[config.mk]
export PLATFORM = sky130hd
export DESIGN_NAME = link_supervisor
export DESIGN_NICKNAME = d
export VERILOG_FILES = /design/src/rtl/link_supervisor.sv
export SDC_FILE = /design/constraint.sdc
export NUM_CORES = 1
export LEC_CHECK = 0
export CAP_MARGIN = 20
export CORE_ASPECT_RATIO = 1.2
export CORE_MARGIN = 4
export CORE_UTILIZATION = 58
export DETAILED_ROUTE_END_ITERATION = 10
export PLACE_DENSITY = 0.8
export REMOVE_ABC_BUFFERS = 1
export SYNTH_ARGS = -nofsm -noshare
export SYNTH_HDL_FRONTEND = slang
export SYNTH_SLANG_ARGS = --single-unit
[constraint.sdc]
create_clock -name clk -period 3.2 [get_ports clk]
set_clock_uncertainty 0.1 [all_clocks]
set_input_delay 0.32 -clock clk [delete_from_list [all_inputs] [get_ports clk]]
set_output_delay 0.32 -clock clk [all_outputs]
set_load 0.05 [all_outputs]
[src/rtl/link_supervisor.sv]
// HDMI receive link bring-up / recovery sequencer.
// Sequences receiver reset, qualifies TMDS channel alignment, and gates the FIFO and TX path with a bounded retry count.
module link_supervisor #(
    parameter int unsigned LOCK_SETTLE   = 2048,
    parameter int unsigned RST_CYCLES    = 64,
    parameter int unsigned VALID_TIMEOUT = 10000000,
    parameter int unsigned STABLE_CYCLES = 200000,
    parameter int unsigned LOSS_FILTER   = 16,
    parameter int unsigned MAX_RETRY     = 8
) (
    input  logic       clk,
    input  logic       rst,
    input  logic       locked_des,
    input  logic       ideready,
    input  logic [2:0] vld_cb,
    output logic       rx_rst,
    output logic       fifo_flush,
    output logic       tx_en,
    output logic       link_up,
    output logic       fail,
    output logic [2:0] state,
    output logic [3:0] retry_cnt
);

    typedef enum logic [2:0] {
        S_WAIT_CLK = 3'd0,
        S_RX_RST   = 3'd1,
        S_ALIGN    = 3'd2,
        S_QUALIFY  = 3'd3,
        S_UP       = 3'd4,
        S_FAIL     = 3'd5
    } state_t;

    localparam logic [23:0] C_LOCK   = 24'(LOCK_SETTLE - 1);
    localparam logic [23:0] C_RST    = 24'(RST_CYCLES - 1);
    localparam logic [23:0] C_VALID  = 24'(VALID_TIMEOUT - 1);
    localparam logic [23:0] C_STABLE = 24'(STABLE_CYCLES - 1);
    localparam logic [23:0] C_LOSS   = 24'(LOSS_FILTER - 1);
    localparam logic [3:0]  C_MAXR   = 4'(MAX_RETRY);

    state_t      r_state;
    logic [23:0] r_tmr;
    logic [3:0]  r_retry;

    logic        w_clk_ok;
    logic        w_all_vld;
    logic [3:0]  w_retry_inc;
    state_t      w_retry_dst;

    assign w_clk_ok    = locked_des & ideready;
    assign w_all_vld   = &vld_cb;
    assign w_retry_inc = (r_retry == 4'd15) ? 4'd15 : r_retry + 4'd1;
    assign w_retry_dst = (w_retry_inc >= C_MAXR) ? S_FAIL : S_RX_RST;

    always_ff @(posedge clk) begin
        if (rst) begin
            r_state <= S_WAIT_CLK;
            r_tmr   <= '0;
            r_retry <= '0;
        end else if (!w_clk_ok && r_state != S_WAIT_CLK) begin
            // clock loss restarts bring-up but keeps the retry history
            r_state <= S_WAIT_CLK;
            r_tmr   <= '0;
        end else begin
            case (r_state)
                S_WAIT_CLK: begin
                    if (!w_clk_ok) begin
                        r_tmr <= '0;
                    end else if (r_tmr == C_LOCK) begin
                        r_state <= S_RX_RST;
                        r_tmr   <= '0;
                    end else begin
                        r_tmr <= r_tmr + 24'd1;
                    end
                end
                S_RX_RST: begin
                    if (r_tmr == C_RST) begin
                        r_state <= S_ALIGN;
                        r_tmr   <= '0;
                    end else begin
                        r_tmr <= r_tmr + 24'd1;
                    end
                end
                S_ALIGN: begin
                    if (w_all_vld) begin
                        r_state <= S_QUALIFY;
                        r_tmr   <= '0;
                    end else if (r_tmr == C_VALID) begin
                        r_state <= w_retry_dst;
                        r_retry <= w_retry_inc;
                        r_tmr   <= '0;
                    end else begin
                        r_tmr <= r_tmr + 24'd1;
                    end
                end
                S_QUALIFY: begin
                    if (!w_all_vld) begin
                        r_state <= w_retry_dst;
                        r_retry <= w_retry_inc;
                        r_tmr   <= '0;
                    end else if (r_tmr == C_STABLE) begin
                        r_state <= S_UP;
                        r_retry <= '0;
                        r_tmr   <= '0;
                    end else begin
                        r_tmr <= r_tmr + 24'd1;
                    end
                end
                S_UP: begin
                    // timer here counts consecutive invalid samples only
                    if (w_all_vld) begin
                        r_tmr <= '0;
                    end else if (r_tmr == C_LOSS) begin
                        r_state <= w_retry_dst;
                        r_retry <= w_retry_inc;
                        r_tmr   <= '0;
                    end else begin
                        r_tmr <= r_tmr + 24'd1;
                    end
                end
                S_FAIL: begin
                    r_state <= S_FAIL;
                end
                default: begin
                    r_state <= S_WAIT_CLK;
                    r_tmr   <= '0;
                end
            endcase
        end
    end

    assign rx_rst     = (r_state == S_WAIT_CLK) || (r_state == S_RX_RST) || (r_state == S_FAIL);
    assign fifo_flush = (r_state != S_UP);
    assign tx_en      = (r_state == S_UP);
    assign link_up    = (r_state == S_UP);
    assign fail       = (r_state == S_FAIL);
    assign state      = r_state;
    assign retry_cnt  = r_retry;

endmodule

==> results.cfg <==
[final_layout]
design_area_um2 = 2510
nets = 321
final_layout_size_suffix_gt1_share_pct = 7.99
area_growth_pct = 13.3
antenna_cells = 0

[power_and_ir_drop]
p_leak_nw = 0.944
vdd_drop_max_v = 0.000316
p_per_area_nw_per_um2 = 287

[setup_path]
start_kind = flop
max_stage_delay_ns = 0.60
worst-setup-path-type = reg -> reg
cp_max_fo = 19
crit_required_ns = 3.26
crit_chain = or4_4 > or4_4 > o31ai_4 > nand3_4 > nor2_1 > o31ai_1
crit_arrival_ns = 2.90
critPathCaptureType = flop
slowest_stage = or4_4
path_common_cell = or4_4

[route]
wl_um = 5640
drt_first_pass_iters = 5
drc = 0
ant_nets = 0
via_per_inst = 6.46
wl_per_cell_um = 15.4
vias = 2357
drtIter0Drc = 314

[synthesis]
synth.largest_area_cell = dfxtp_1
synth_compound_area_share_pct = 27.4
synth_area_um2 = 2210
synthDistinctLibCells = 57
ys_seq_area_share_pct = 28.0
synthMuxAreaShare_pct = 0
synth_top_flop_cell = dfxtp_1
ys_ff_latch = 31
ys_warn_count = 0
synth_enable_flop_cells = 0
yosysTopAreaCellShare_pct = 28.0
synth_top_family_by_area = simple AND/OR/NAND/NOR gates
synth-adder-area-share_pct = 1.13
synthTopCellsByArea = dfxtp_1, nand2_1, nand3_1, o221ai_1, nor2_1
post-synth-top-count-cell = nand2_1
synth_xor_area_share_pct = 1.19
synth_area_per_cell_um2 = 7.43
synth_common_cells = nand2_1, dfxtp_1, nor2_1, nand3_1, clkbuf_1
ys_async_sr_fraction_pct = 0
synthSimpleGateAreaFrac_pct = 36.8
syn_inst = 298

[sta]
fmax_mhz = 353
layout_min_cycle_time_ns = 2.84
period_share_pct = 88.6
slew_headroom_pct = 50.0
final_hold_viol_count = 0
drv_slew = 0
final-setup-viol-count = 0
rsz0062_at_grt = no
setup_tns_ns = 0
worst_pin_slew_ns = 0.750

[clock_network]
postCtsResizedCells = 0
clk_path_buf_depth = 2
root_buffer = clkbuf_8
clk_pin_slew_ns = 0.07
hold_buffers = 0
insertion_delay_ns = 0.29
h-tree-depth = 2
cts_tree = built
post_cts_buffers = 0
cts_buffers = 5
clock_sinks = 31

[min_path]
hold_path.class = reg -> reg

[floorplanning]
dieArea_um2 = 4870
io_pins = 19
die_h_um = 75.7
start_util_pct = 60.4
die_x_um = 64.4
rows = 24
coreArea_um2 = 3660

[placement]
hpwl_um = 4150
post_dp_cell_area_um2 = 2420
gp_congestion = 0.901
port_buffers = 18

[global_routing]
grt.overflow.total = 0
track_usage_pct = 25.4
antenna_found_initial = 0
grt_pass1_wl_um = 9940
grt_max_degree = 20
grt_pass1_vias = 2137

[run]
cap_violations = 0

[outcome]
status = finished clean
[layer usage]
layer	part of all wire (%)	up-vias	track usage [%]	wire length (um)
met1	43	1093	31.3	2440
met4	2.4	0	9.39	136
met5	0	-	0	0
met2	49	96	45.1	2740
met3	5.7	15	4.28	321
li1	-	1153	-	-
[kinds of logic (layout without fill, tap and decap cells)]
kind of cell	after synthesis	in the layout
buffers and inverters	27	42
AND/OR/NAND/NOR	161	161
flip-flops	31	31
XOR/XNOR	3	3
AO/OA/AOI/OAI	74	74
adder cells (fa/ha/maj)	2	2
[area by class of cell]
| type | instances | area, um^2 |
|---|---|---|
| Sequential cell | 31 | 621 |
| Tap cell | 52 | 65.1 |
| Multi-Input combinational cell | 240 | 1480 |
| Timing Repair Buffer | 24 | 225 |
| Clock inverter | 3 | 15.0 |
| Fill cell | 329 | 1150 |
| Inverter | 10 | 37.5 |
| Clock buffer | 5 | 68.8 |
[sequential cells by signal, indices dropped and copies added (netlist names)]
register / count
r_tmr: 24
retry_cnt: 4
state: 3
[cell usage in the layout (no fill, tap or decap), types with 4 or more instances in the layout]
cell,Yosys,final
o21ai_1,5,5
or4_1,4,4
nor2_1,25,25
and2_1,12,12
dfxtp_1,31,31
a21oi_1,6,6
or3_1,4,4
o221ai_1,11,11
o21ai_0,5,5
inv_1,10,10
clkdlybuf4s50_1,0,18
and3_1,8,8
clkbuf_8,0,5
o41ai_1,4,4
nand4_1,9,9
o211ai_1,8,8
nor3_1,8,7
buf_4,1,6
nand2_1,54,54
nand3_1,20,20
nor4_1,5,5
[worst paths after layout]
path             start         to  slack [ns]  cells past startpoint
max          r_tmr[20]  r_tmr[11]        0.36                      6
min          r_tmr[23]  r_tmr[23]        0.41                      2
max reg2reg  r_tmr[20]  r_tmr[11]        0.36                      6
min reg2reg  r_tmr[23]  r_tmr[23]        0.41                      2
[power by group]
| group | internal, mW | leakage [nW] | total, mW | switching [mW] |
|---|---|---|---|---|
| Sequential | 0.386 | 0.250 | 0.387 | 0.000956 |
| Combinational | 0.0129 | 0.646 | 0.0348 | 0.0218 |
| Clock | 0.149 | 0.0477 | 0.299 | 0.150 |
[critical path: cells and delay by family (launching register included)]
kind,cells,cell delay [ns]
AND/OR/NAND/NOR,4,1.77
flip-flops,1,0.36
AO/OA/AOI/OAI,2,0.49
[stage by stage]
stage               hold WS, ns  utilization (%)  power (mW)  setup slack [ns]  std cells
floorplan                 0.323                -       0.414            -0.171        281
global placement          0.383             66.2       0.430             0.427        357
detailed placement        0.392             66.2       0.430             0.373        357
CTS                       0.400             68.5       0.723             0.373        365
global route              0.447             68.5       0.746             0.138        365
finish                    0.406             68.5       0.721             0.365        365
Power figures use the tool's default switching activity.
